$ cat config.mk
export PLATFORM = sky130hd
export DESIGN_NAME = seven_seg_capture
export DESIGN_NICKNAME = d
export VERILOG_FILES = /design/src/rtl/seven_seg_pkg.sv /design/src/rtl/seven_seg_decode.sv /design/src/rtl/seven_seg_capture.sv
export SDC_FILE = /design/constraint.sdc
export NUM_CORES = 1
export LEC_CHECK = 0
export CAP_MARGIN = 20
export CORE_MARGIN = 5
export CORE_UTILIZATION = 55
export DETAILED_ROUTE_END_ITERATION = 7
export HOLD_SLACK_MARGIN = 0.1
export PLACE_DENSITY_LB_ADDON = 0.08
export SLEW_MARGIN = 20
export SYNTH_ARGS = -nofsm -noshare
export SYNTH_HDL_FRONTEND = slang
export SYNTH_SLANG_ARGS = --single-unit
$ cat constraint.sdc
create_clock -name clk -period 2.4 [get_ports clk]
set_input_delay 0.72 -clock clk [delete_from_list [all_inputs] [get_ports clk]]
set_output_delay 0.72 -clock clk [all_outputs]
set_load 0.02 [all_outputs]
$ cat src/rtl/seven_seg_pkg.sv
// seven_seg_pkg: encodings shared by the seven-segment display driver and
// the capture block. Everything here is active-low, as it appears on the pins.
//   - segment patterns for digits 0..9 and blank, seg[6]=g ... seg[0]=a
//   - anode slot patterns, plus the undriven bus value
//   - slot index and frame FSM enums
//   - BCD codes for blank and invalid digits
//   - an_classify(): turns an anode value into {idle, valid, slot}
package seven_seg_pkg;

  localparam logic [6:0] SEG_0     = 7'b1000000;
  localparam logic [6:0] SEG_1     = 7'b1111001;
  localparam logic [6:0] SEG_2     = 7'b0100100;
  localparam logic [6:0] SEG_3     = 7'b0110000;
  localparam logic [6:0] SEG_4     = 7'b0011001;
  localparam logic [6:0] SEG_5     = 7'b0010010;
  localparam logic [6:0] SEG_6     = 7'b0000010;
  localparam logic [6:0] SEG_7     = 7'b1111000;
  localparam logic [6:0] SEG_8     = 7'b0000000;
  localparam logic [6:0] SEG_9     = 7'b0010000;
  localparam logic [6:0] SEG_BLANK = 7'b1111111;

  localparam logic [3:0] AN_TENS   = 4'b1110;
  localparam logic [3:0] AN_ONES   = 4'b1101;
  localparam logic [3:0] AN_TENTHS = 4'b1011;
  localparam logic [3:0] AN_BLANK  = 4'b0111;
  localparam logic [3:0] AN_IDLE   = 4'b1111;

  localparam logic [3:0] DIGIT_BLANK   = 4'hF;
  localparam logic [3:0] DIGIT_INVALID = 4'hE;

  typedef enum logic [1:0] {
    TENS   = 2'd0,
    ONES   = 2'd1,
    TENTHS = 2'd2,
    BLANK  = 2'd3
  } slot_e;

  typedef enum logic [1:0] {
    HUNT    = 2'd0,
    COLLECT = 2'd1,
    COMMIT  = 2'd2
  } frame_state_e;

  typedef struct packed {
    logic  idle;   // bus undriven (all anodes off)
    logic  valid;  // exactly one anode low
    slot_e slot;   // meaningful only when valid
  } an_class_t;

  function automatic an_class_t an_classify(input logic [3:0] an);
    an_class_t c;
    c.idle  = 1'b0;
    c.valid = 1'b1;
    c.slot  = TENS;
    case (an)
      AN_TENS:   c.slot = TENS;
      AN_ONES:   c.slot = ONES;
      AN_TENTHS: c.slot = TENTHS;
      AN_BLANK:  c.slot = BLANK;
      AN_IDLE: begin
        c.idle  = 1'b1;
        c.valid = 1'b0;
      end
      default:   c.valid = 1'b0;
    endcase
    return c;
  endfunction

endpackage

$ cat src/rtl/seven_seg_decode.sv
// seven_seg_decode: combinational active-low segment pattern -> BCD.
//   seg_i    [6:0]  segment lines, seg_i[6]=g ... seg_i[0]=a
//   valid_o         pattern is a digit or blank
//   digit_o  [3:0]  0..9, DIGIT_BLANK for blank, DIGIT_INVALID otherwise
module seven_seg_decode
  import seven_seg_pkg::*;
(
  input  logic [6:0] seg_i,
  output logic       valid_o,
  output logic [3:0] digit_o
);

  always_comb begin
    valid_o = 1'b1;
    digit_o = DIGIT_INVALID;
    case (seg_i)
      SEG_0:     digit_o = 4'd0;
      SEG_1:     digit_o = 4'd1;
      SEG_2:     digit_o = 4'd2;
      SEG_3:     digit_o = 4'd3;
      SEG_4:     digit_o = 4'd4;
      SEG_5:     digit_o = 4'd5;
      SEG_6:     digit_o = 4'd6;
      SEG_7:     digit_o = 4'd7;
      SEG_8:     digit_o = 4'd8;
      SEG_9:     digit_o = 4'd9;
      SEG_BLANK: digit_o = DIGIT_BLANK;
      default:   valid_o = 1'b0;
    endcase
  end

endmodule

$ cat src/rtl/seven_seg_capture.sv
// seven_seg_capture: receiver for the multiplexed stopwatch display bus.
// Qualifies each anode dwell, decodes it back to BCD and publishes a
// coherent tens/ones/tenths frame on every blank-slot boundary.
//   clk, reset        clock, synchronous active-high reset
//   an[3:0]           anode lines, active-low one-hot (1111 = idle)
//   seg[6:0]          segment lines, active-low
//   err_clear         clears the sticky error flags
//   digit_*[3:0]      last committed frame, 4'hF = blank
//   frame_valid       one-cycle pulse when the digits update
//   seg_error         sticky: undecodable segment pattern captured
//   an_error          sticky: illegal anode value captured
//   stale             no frame for TIMEOUT_CYCLES
// Build option: define SEVEN_SEG_CAPTURE_SYNC_EN to put a two-flop
// synchronizer on {an, seg, err_clear} (adds 2 cycles to every latency).
module seven_seg_capture
  import seven_seg_pkg::*;
#(
  parameter int SETTLE_CYCLES  = 4,
  parameter int TIMEOUT_CYCLES = 200000
) (
  input  logic       clk,
  input  logic       reset,
  input  logic [3:0] an,
  input  logic [6:0] seg,
  input  logic       err_clear,
  output logic [3:0] digit_tens,
  output logic [3:0] digit_ones,
  output logic [3:0] digit_tenths,
  output logic       frame_valid,
  output logic       seg_error,
  output logic       an_error,
  output logic       stale
);

  localparam int CW = (SETTLE_CYCLES > 2) ? $clog2(SETTLE_CYCLES) : 1;
  localparam int TW = $clog2(TIMEOUT_CYCLES + 1);
  localparam logic [CW-1:0] CNT_MAX   = CW'(SETTLE_CYCLES - 1);
  localparam logic [TW-1:0] STALE_MAX = TW'(TIMEOUT_CYCLES);

  // ---------------------------------------------------------------- inputs
  logic [3:0] an_in;
  logic [6:0] seg_in;
  logic       clr_in;

`ifdef SEVEN_SEG_CAPTURE_SYNC_EN
  // Reset to the idle bus so nothing spurious is qualified after reset.
  logic [11:0] sync1_q, sync2_q;
  always_ff @(posedge clk) begin
    if (reset) begin
      sync1_q <= {AN_IDLE, SEG_BLANK, 1'b0};
      sync2_q <= {AN_IDLE, SEG_BLANK, 1'b0};
    end else begin
      sync1_q <= {an, seg, err_clear};
      sync2_q <= sync1_q;
    end
  end
  assign {an_in, seg_in, clr_in} = sync2_q;
`else
  assign an_in  = an;
  assign seg_in = seg;
  assign clr_in = err_clear;
`endif

  // ------------------------------------------------------- dwell qualifier
  logic [10:0]   smp_q, smp_d;
  logic [CW-1:0] cnt_q, cnt_d;
  logic          captured_q, captured_d;
  logic          cap;

  always_comb begin
    smp_d      = {an_in, seg_in};
    cnt_d      = cnt_q;
    captured_d = captured_q;
    cap        = 1'b0;
    if (smp_d != smp_q) begin
      cnt_d      = '0;
      captured_d = 1'b0;
    end else begin
      if (cnt_q != CNT_MAX) cnt_d = cnt_q + CW'(1);
      // One capture per dwell: the counter parks at its maximum and
      // 'captured' blocks re-triggering until the sample changes.
      if (cnt_d == CNT_MAX && !captured_q) begin
        cap        = 1'b1;
        captured_d = 1'b1;
      end
    end
  end

  // Capture sees smp_q, which equals the incoming sample whenever cap is set.
  logic [3:0] cap_an;
  logic [6:0] cap_seg;
  an_class_t  cls;
  logic       dec_valid;
  logic [3:0] dec_digit;
  logic       blank_ok;

  assign cap_an   = smp_q[10:7];
  assign cap_seg  = smp_q[6:0];
  assign cls      = an_classify(cap_an);
  assign blank_ok = (cap_seg == SEG_BLANK);

  seven_seg_decode u_dec (
    .seg_i   (cap_seg),
    .valid_o (dec_valid),
    .digit_o (dec_digit)
  );

  // ------------------------------------------------------------ frame FSM
  frame_state_e    state_q, state_d;
  logic [2:0][3:0] shadow_q, shadow_d;
  logic [2:0][3:0] dig_q, dig_d;
  logic [2:0]      seen_q, seen_d;
  logic            bad_q, bad_d;
  logic            fv_q, fv_d;
  logic            seg_err_q, seg_err_d;
  logic            an_err_q, an_err_d;
  logic            seg_err_set, an_err_set;

  always_comb begin
    state_d     = state_q;
    shadow_d    = shadow_q;
    dig_d       = dig_q;
    seen_d      = seen_q;
    bad_d       = bad_q;
    fv_d        = 1'b0;
    seg_err_set = 1'b0;
    an_err_set  = 1'b0;

    if (state_q == COMMIT) begin
      dig_d   = shadow_q;
      fv_d    = 1'b1;
      state_d = COLLECT;
    end

    if (cap) begin
      if (!cls.idle && !cls.valid) begin
        an_err_set = 1'b1;
      end else if (cls.valid) begin
        if (cls.slot != BLANK) begin
          shadow_d[cls.slot] = dec_digit;
          seen_d[cls.slot]   = 1'b1;
          if (!dec_valid) begin
            seg_err_set = 1'b1;
            bad_d       = 1'b1;
          end
        end else begin
          if (!blank_ok) seg_err_set = 1'b1;
          // The blank slot closes a frame; the first one after reset only
          // establishes frame alignment.
          if (state_q == HUNT)
            state_d = COLLECT;
          else if (state_q == COLLECT && seen_q == 3'b111 && !bad_q && blank_ok)
            state_d = COMMIT;
          seen_d = '0;
          bad_d  = 1'b0;
        end
      end
    end

    // A new error outranks a simultaneous clear.
    seg_err_d = seg_err_set | (seg_err_q & ~clr_in);
    an_err_d  = an_err_set  | (an_err_q  & ~clr_in);
  end

  // --------------------------------------------------------- stale timer
  logic [TW-1:0] stale_cnt_q, stale_cnt_d;

  always_comb begin
    stale_cnt_d = stale_cnt_q;
    if (fv_d)
      stale_cnt_d = '0;
    else if (stale_cnt_q != STALE_MAX)
      stale_cnt_d = stale_cnt_q + TW'(1);
  end

  // ----------------------------------------------------------- registers
  always_ff @(posedge clk) begin
    if (reset) begin
      smp_q       <= {AN_IDLE, SEG_BLANK};
      cnt_q       <= '0;
      captured_q  <= 1'b0;
      state_q     <= HUNT;
      shadow_q    <= {3{DIGIT_BLANK}};
      dig_q       <= {3{DIGIT_BLANK}};
      seen_q      <= '0;
      bad_q       <= 1'b0;
      fv_q        <= 1'b0;
      seg_err_q   <= 1'b0;
      an_err_q    <= 1'b0;
      stale_cnt_q <= STALE_MAX;
    end else begin
      smp_q       <= smp_d;
      cnt_q       <= cnt_d;
      captured_q  <= captured_d;
      state_q     <= state_d;
      shadow_q    <= shadow_d;
      dig_q       <= dig_d;
      seen_q      <= seen_d;
      bad_q       <= bad_d;
      fv_q        <= fv_d;
      seg_err_q   <= seg_err_d;
      an_err_q    <= an_err_d;
      stale_cnt_q <= stale_cnt_d;
    end
  end

  assign digit_tens   = dig_q[TENS];
  assign digit_ones   = dig_q[ONES];
  assign digit_tenths = dig_q[TENTHS];
  assign frame_valid  = fv_q;
  assign seg_error    = seg_err_q;
  assign an_error     = an_err_q;
  assign stale        = (stale_cnt_q == STALE_MAX);

endmodule

==> results of run 1 <==
## synth_stat cells, types with 2 or more instances
library cell  number  area (µm²)
o21bai_1           4       30.03
nor4bb_1           3       30.03
nor2b_1            7       43.79
or3_1              4       25.02
ha_1               2       25.02
o22a_1            12       105.1
nor2_1            38       142.6
buf_4              2       15.01
mux2i_1            9       90.09
xnor2_1           13       113.9
nor4_1             6       37.54
nand3b_1           2       15.01
xnor2_2            6       97.59
nor4b_1            2       17.52
buf_2              5       25.02
nor3b_1            2       15.01
nor4_4             4       85.08
xnor2_4            2       55.05
and2_1             3       18.77
clkbuf_1           6       22.52
nand2_1           12       45.04
dfxtp_1           65        1301
inv_1              9       33.78
or2_2             11       68.82
and3_1             4       25.02
nand4_1           10       62.56
a211o_1            6       52.55
buf_1              2       7.510
nand3_1            7       35.03
nand2b_1           5       31.28
a21oi_1           13       65.06
o21ai_1            4       20.02
or2_1              3       18.77
or4_1              3       22.52
buf_6              2       22.52
a2111oi_0          2       17.52
nor3_1            11       55.05
xor2_1             5       43.79
## cell families (layout without fill, tap and decap cells)
| family | Yosys count | count (layout) | synth area share [%] |
|---|---|---|---|
| flops | 65 | 65 | 41.32 |
| compound gates | 49 | 49 | 11.32 |
| buf+inv | 26 | 80 | 4.012 |
| xor+xnor | 26 | 26 | 9.853 |
| simple gates | 149 | 149 | 29.52 |
| fa+ha+maj | 3 | 3 | 1.112 |
| mux | 9 | 9 | 2.861 |
## area by class of cell
type                       count  share of cell area (%)
inverter                       9                  0.8684
timing repair buffer          56                   13.06
multi-input combinational    236                   44.71
tap                           72                   2.316
sequential                    65                   33.45
clock inverter                 5                   2.059
clock buffer                  10                   3.538
## path summary, 6_finish.rpt
path / from / endpoint / slack, ns / depth (start not counted)
max: stale_cnt_q[4]$_SDFFE_PP0N_ / stale / 0.09 / 4
min: cnt_q[0]$_SDFF_PP0_ / cnt_q[0]$_SDFF_PP0_ / 0.43 / 1
max reg2reg: smp_q[2]$_SDFF_PP1_ / shadow_q[3]$_SDFFE_PP1P_ / 0.24 / 5
min reg2reg: cnt_q[0]$_SDFF_PP0_ / cnt_q[0]$_SDFF_PP0_ / 0.43 / 1
## placed cells by master, fill, tap and decap left out, types with 5 or more instances in the layout
cell type and count:
clkbuf_8 10, a21oi_1 13, nand3_1 7, nor4_1 6
xor2_1 5, dfxtp_1 65, buf_4 27, a211o_1 6
xnor2_1 12, nand2b_1 5, nor2b_1 7, xnor2_2 7
mux2i_1 9, nand4_1 10, inv_1 9, nor3_1 10
or2_2 11, o22a_1 12, nand2_1 12, nor2_1 38
clkdlybuf4s50_1 26
## state kept, by name (all words and copies together) (netlist names), 2 cells and up, named ones only
register / flops
cnt_q: 2
stale_cnt_q: 18
digit_ones: 4
shadow_q: 12
smp_q: 11
digit_tenths: 4
digit_tens: 4
state_q: 2
## metrics by stage
step	hold WS, ns	utilization, %	cell area (µm²)	TNS, ns	setup slack [ns]
finish	0.4328	70.21	3890	0	0.08790
global route	0.4824	70.21	3890	0	0.0002607
CTS	0.4343	69.87	3871	0	0.05309
detailed placement	0.4275	65.92	3652	-5.224	-0.3931
global placement	0.4196	65.92	3652	-4.395	-0.3479
floorplan	0.4076	-	3149	0	0.1576
## repair_timing
action                                  CTS  global route
resized for setup                         6             5
pin swaps                                 3             4
endpoints found under the setup margin    5             5
## layer usage
metal  vias up  share of wire (%)  track usage (%)
li1       1270                  -                -
met1      1163                 45            23.94
met2        56                 48            31.50
met3        16                5.0            5.379
met5         -                  0                0
met4         0                2.1            7.482
## worst reg2reg max path, stage by stage, from the launching register on
cell and delay, ns:
dfxtp_1 0.58, nand2b_1 0.22, nor4b_2 0.07, nor4_1 0.83, a211oi_2 0.22, mux2i_1 0.17
## power by group
group          internal, µW  switching, µW
sequential             1100           33.0
clock                   605            424
combinational           155            161
==> summary.md, run 1 <==
| Metric | Value |
|---|---|
| Avg Inst Size Synth | slightly below 10 µm² |
| Gpl congestion | 0.9109 |
| Seq cells post-synth | 65 |
| Max-Slew Margin vs Limit | 35.60% |
| Critical path's largest stage delay | around 0.34 ns |
| Crit path max-delay family | simple AND/OR/NAND/NOR gates |
| Estimated wirelength of the detail-placed design | around 4800 µm |
| Worst Path Max Fanout | 4 |
| Number of global-route vias before repair | 2395 |
| Initial antenna violation count | 0 |
| Fraction of registers with async set/reset | 0% |
| Mapped Nets | 343 |
| Clock Latency Late Sink | 0.34 ns |
| Core Area | 5540 µm² |
| Via/cell ratio | about 5.5 |
| Total GRT Usage | 19.22% |
| Yosys cell types | 59 |
| Slew Viols, Final | 0 |
| DP Cell Count | 438 |
| # port buffers | 29 |
| Htree depth | 3 |
| Static Leak | between 0.001 and 0.0015 µW |
| First-pass DRT Iterations | 4 |
| Maximum VDD drop | 0.4438 mV |
| Worst Hold Class | register to register |
| Worst setup EP type | output port |
| TritonCTS buffer count | 9 |
| RSZ-0062 raised after global routing | false |
| Sequential Area | roughly 1300 µm² |
| Routed Antenna Nets | 0 |
| N_diodes | 0 |
| Num Clock Sinks | 65 |
| Post-CTS Hold Buffers | 0 |
| Post-layout minimum cycle time | 2.312 ns |
| Drt total wl | approximately 6500 µm |
| Area of the multi-input gates | 1739 µm² |
| Pwr dens | 638.5 nW/µm² |
| Max frequency | roughly 0.43 GHz |
| Final Hold Fails | 0 |
| Syn-to-layout area delta | 23.52% |
| Worst-path clk slew | roughly 0.07 ns |
| Worst-case clock buffer depth | 2 |
| Setup bufs post-CTS | 0 |
| YS warnings | 0 |
| DR iter-0 viols | 94 |
| WP buf/inv | 1 |
| Max_cap viols | 0 |
| Share of cells above drive strength 1 | 19.69% |
| Total power | around 2500 µW |
| Mapped cell area | 3149 µm² |
| Vias | 2505 |
| CP Data Arrival Time | approximately 1.6 ns |
| Die Wd | 85.67 µm |
| Post-synth EDFFs | 0 |
| WS Path Type | register to output port |
| DR WL/cell | roughly 14 µm |
| CTS Root Cell | clkbuf_8 |
| Die Area | 7339 µm² |
| Largest net degree at the start of global routing | 27 |
| Worst slew pin tran | 0.9571 ns |
| CP max-delay cell | dfxtp_1 |
| Startpoint Class | register |
| Status | complete, no violations |
| Period utilization | between 90% and 100% |
| Final setup viols | 0 |
| First-pass GRT wire length | 11190 µm |
| Clk_skew | roughly 0.008 ns |
| Crit path cell chain | nor4_1 > nand4_1 > nor4_4 > buf_4 |
| Synth Flop Type | dfxtp_1 |
| Fill cell count | 464 |
| Layout Cells excl Fill | 453 |
| Gr ovfl total | 0 |
| Nets | a little under 400 |
| Initial Util | a little under three fifths |
| Post-Synthesis Cells | 327 |
| DIE HEIGHT | 85.67 µm |
| I/O pin cnt | 30 |
| CTS tree | yes |
| DRC Markers | 0 |
| CP required | 1.68 ns |
| Site row count | 27 |
| Sequential area share after synthesis | 41.32% |
Power figures use the tool's default switching activity.
==> inputs of run 2 (changes only) <==
--- a/config.mk
+++ b/config.mk
@@ -11,7 +11,6 @@
 export DETAILED_ROUTE_END_ITERATION = 7
 export HOLD_SLACK_MARGIN = 0.1
 export PLACE_DENSITY_LB_ADDON = 0.08
-export SLEW_MARGIN = 20
 export SYNTH_ARGS = -nofsm -noshare
 export SYNTH_HDL_FRONTEND = slang
 export SYNTH_SLANG_ARGS = --single-unit
==> results of run 2 <==
The final DEF is identical to that of run 1; final timing and power are the same.
==> inputs of run 3 (changes only) <==
--- a/config.mk
+++ b/config.mk
@@ -5,12 +5,14 @@
 export SDC_FILE = /design/constraint.sdc
 export NUM_CORES = 1
 export LEC_CHECK = 0
+export ABC_AREA = 1
 export CAP_MARGIN = 20
 export CORE_MARGIN = 5
 export CORE_UTILIZATION = 55
 export DETAILED_ROUTE_END_ITERATION = 7
 export HOLD_SLACK_MARGIN = 0.1
 export PLACE_DENSITY_LB_ADDON = 0.08
+export SETUP_SLACK_MARGIN = 0.15
 export SYNTH_ARGS = -nofsm -noshare
 export SYNTH_HDL_FRONTEND = slang
 export SYNTH_SLANG_ARGS = --single-unit
==> run 3 against run 2 <==
Effect of this change:
- die area fell by 2.3%
- largest power group unchanged
- via count rose by 12%
- largest cell class unchanged
- sequential power barely moved
- critical path type unchanged
- clock power is 8% lower
==> summary.md, run 3 <==
| Metric | Value |
|---|---|
| Post-synth top cells | nand2_1 (113), dfxtp_1 (65), inv_1 (60), nor2_1 (50), nand3_1 (38) |
| Gate power share | 9.1% (-3.6 points) |
| Initial antenna violation count | 0 (unchanged) |
| Max reg flops | 18 (unchanged) |
| Sequential area share after synthesis | 42.41% (+1.1 points) |
| Htree depth | 3 (unchanged) |
| Slew Viols, Final | 0 (unchanged) |
| Most common cell in the netlist | nand2_1 |
| Post-layout minimum cycle time | 2.098 ns (-0.2141 ns) |
| Gr ovfl total | 0 (unchanged) |
| DR WL/cell | 11.24 µm (-22%) |
| Status | complete, no violations |
| Synth Flop Type | dfxtp_1 |
| Final Hold Fails | 0 (unchanged) |
| Clk_skew | 0.01136 ns (+0.003522 ns) |
| Vias | 2809 (+12%) |
| Num Clock Sinks | 65 (unchanged) |
| CTS Root Cell | clkbuf_8 |
| Maximum VDD drop | 0.3306 mV (-26%) |
| Max-Slew Margin vs Limit | 58.53% (+23 points) |
| Sw Pwr | 612.3 µW (-1.0%) |
| # port buffers | 29 (unchanged) |
| Max frequency | 0.4766 GHz (+10%) |
| Worst Path Max Fanout | 5 (+1) |
| Fraction of registers with async set/reset | 0% (unchanged) |
| Critical path's largest stage delay | 0.37 ns (+0.03 ns) |
| Seq cells post-synth | 65 (unchanged) |
| Seq pwr share | 49.3% (+3.5 points) |
| CTS tree | yes |
| YS warnings | 0 (unchanged) |
| Post-layout util | 67.38% (-2.8 points) |
| Estimated wirelength of the detail-placed design | 4818 µm (+0.53%) |
| WS Path Type | register to output port |
| Pwr dens | 620.0 nW/µm² (-2.9%) |
| Sw Share | 26.78% (+1.9 points) |
| Nets | 505 (+28%) |
| Synth top area cells | dfxtp_1 (42%), nand2_1 (14%), inv_1 (7.3%), nand3_1 (6.2%), nor2_1 (6.1%) |
| Yosys cell types | 31 (-47%) |
| Final setup viols | 0 (unchanged) |
| Largest net degree at the start of global routing | 21 (-22%) |
| Startpoint Class | register |
| Number of global-route vias before repair | 2734 (+14%) |
| Biggest register | stale_cnt_q |
| DP Cell Count | 550 (+26%) |
| Cell mode on critical path | inv_1 |
| Die Area | 7172 µm² (-2.3%) |
| Setup TNS | 0 ns (unchanged) |
| Post-Synthesis Cells | 447 (+37%) |
| Commonest non-fill, non-tap cell in the layout | nand2_1 |
| CP Data Arrival Time | 1.38 ns (-0.21 ns) |
| Static Leak | 0.001803 µW (+25%) |
| Avg Inst Size Synth | 6.863 µm² (-29%) |
| Biggest regs | stale_cnt_q: 18 flops, shadow_q: 12 flops, smp_q: 11 flops |
| TritonCTS buffer count | 9 (unchanged) |
| Post-synth EDFFs | 0 (unchanged) |
| Syn-to-layout area delta | 20.19% |
| Clock Latency Late Sink | 0.35 ns (about the same) |
| Max_cap viols | 0 (unchanged) |
| N_diodes | 0 (unchanged) |
| Most frequent cells in the layout | nand2_1 (113), dfxtp_1 (64), inv_1 (60), nor2_1 (49), nand3_1 (38) |
| DIE HEIGHT | 84.69 µm (-1.1%) |
| Worst Hold Class | register to register |
| Period utilization | 87.42% (-8.9 points) |
| Share of cells above drive strength 1 | 11.94% (-7.7 points) |
| Total GRT Usage | 19.55% (+0.33 points) |
| Clock Power Share | 41.7% (+0.2 points) |
| Post-synth top area share | 42.41% (+1.1 points) |
| Fill cell count | 524 (+13%) |
| Post-CTS Hold Buffers | 0 (unchanged) |
| First-pass DRT Iterations | 4 (unchanged) |
| Cell accounting for the most synthesized area | dfxtp_1 |
| DR iter-0 viols | 165 (+76%) |
| Mapped cell area | 3068 µm² (-2.6%) |
| Drt total wl | 6364 µm (-2.0%) |
| Layout Cells excl Fill | 566 (+25%) |
| Worst setup EP type | output port |
| Via/cell ratio | 4.963 (-10%) |
| Initial Util | 56.06% (-0.78 points) |
| Worst-case clock buffer depth | 2 (unchanged) |
| DRC Markers | 0 (unchanged) |
| Die Wd | 84.69 µm (-1.1%) |
| Hold Slack | 0.4380 ns (+0.005185 ns) |
| RSZ-0062 raised after global routing | false |
| First-pass GRT wire length | 11520 µm (+2.9%) |
| Crit path cell chain | inv_1 > ha_1 > nand2_1 > nor2_2 > nand3_1 > inv_1 > buf_4 |
| CP max-delay cell | dfxtp_2 |
| Gpl congestion | 0.9114 (about the same) |
| Worst slew pin tran | 0.6214 ns (-0.3357 ns) |
| Core Area | 5473 µm² (-1.2%) |
| Power Internal | 1674 µW (-10%) |
| Total power | 2286 µW (-8.0%) |
| CP required | 1.68 ns (about the same) |
| Site row count | 27 (unchanged) |
| Worst-path clk slew | 0.08 ns (about the same) |
| Routed Antenna Nets | 0 (unchanged) |
| Mapped Nets | 463 (+35%) |
| I/O pin cnt | 30 (unchanged) |
[run 3: layout make-up]
cell class | count | area, µm² | area share, %
timing repair buffer | 37 | 347.8 | 9.433
clock inverter | 7 | 77.57 | 2.104
multi-input combinational | 302 | 1468 | 39.80
sequential | 65 | 1303 | 35.32
clock buffer | 9 | 123.9 | 3.359
tap | 72 | 90.09 | 2.443
inverter | 74 | 277.8 | 7.533
[run 3: worst paths after layout]
| path | start | endpoint | slack (ns) | depth (start not counted) |
|---|---|---|---|---|
| worst min-delay path | cnt_q[0]$_SDFF_PP0_ | cnt_q[0]$_SDFF_PP0_ | 0.44 | 1 |
| worst min register to register | cnt_q[0]$_SDFF_PP0_ | cnt_q[0]$_SDFF_PP0_ | 0.44 | 1 |
| worst max register to register | stale_cnt_q[0]$_SDFFE_PP0N_ | stale_cnt_q[14]$_SDFFE_PP0N_ | 0.58 | 9 |
| worst max-delay path | stale_cnt_q[1]$_SDFFE_PP0N_ | stale | 0.30 | 7 |
[run 3: routing by layer]
layer / wire length (µm) / part of all wire, % / track usage, % / vias to the layer above
met5: 0 / 0 / 0 / -
met2: 3005 / 47 / 33.24 / 54
li1: - / - / - / 1490
met4: 129 / 2.0 / 8.777 / 0
met3: 259 / 4.1 / 3.533 / 14
met1: 2968 / 47 / 24.00 / 1251
[run 3: critical path: cells and delay by family, from the launching register on]
kind / cells / cell delay [ns]
AND/OR/NAND/NOR: 3 / 0.22
buffers and inverters: 3 / 0.27
adder cells (fa/ha/maj): 1 / 0.18
flip-flops: 1 / 0.37
[run 3: timing repair]
action                     in CTS  in global routing
resized for setup               4                  3
setup endpoints to repair       1                  1
pin swaps                       0                  0
buffers inserted                0                  0
[run 3: power groups by stage]
| stage | Clock (µW) | Combinational [µW] | Sequential (µW) |
|---|---|---|---|
| 2_1_floorplan | 0 | 136 | 1150 |
| 3_3_place_gp | 0 | 205 | 1150 |
| 3_5_place_dp | 0 | 209 | 1150 |
| 4_1_cts | 965 | 208 | 1130 |
| 5_1_grt | 1020 | 241 | 1130 |
| 6_report | 952 | 207 | 1130 |
[run 3: cell families after synthesis]
logic type	Yosys count	synth area share, %
buffers and inverters	80	9.829
AO/OA/AOI/OAI	56	9.829
AND/OR/NAND/NOR	239	35.69
adder cells (fa/ha/maj)	2	0.8155
XOR/XNOR	5	1.427
flip-flops	65	42.41
[run 3: through the flow]
step	cell area, µm²	setup slack [ns]
floorplan	3068	0.6271
global placement	3485	0.01934
detailed placement	3485	-0.01161
CTS	3681	0.2328
global route	3687	0.1626
finish	3687	0.3020
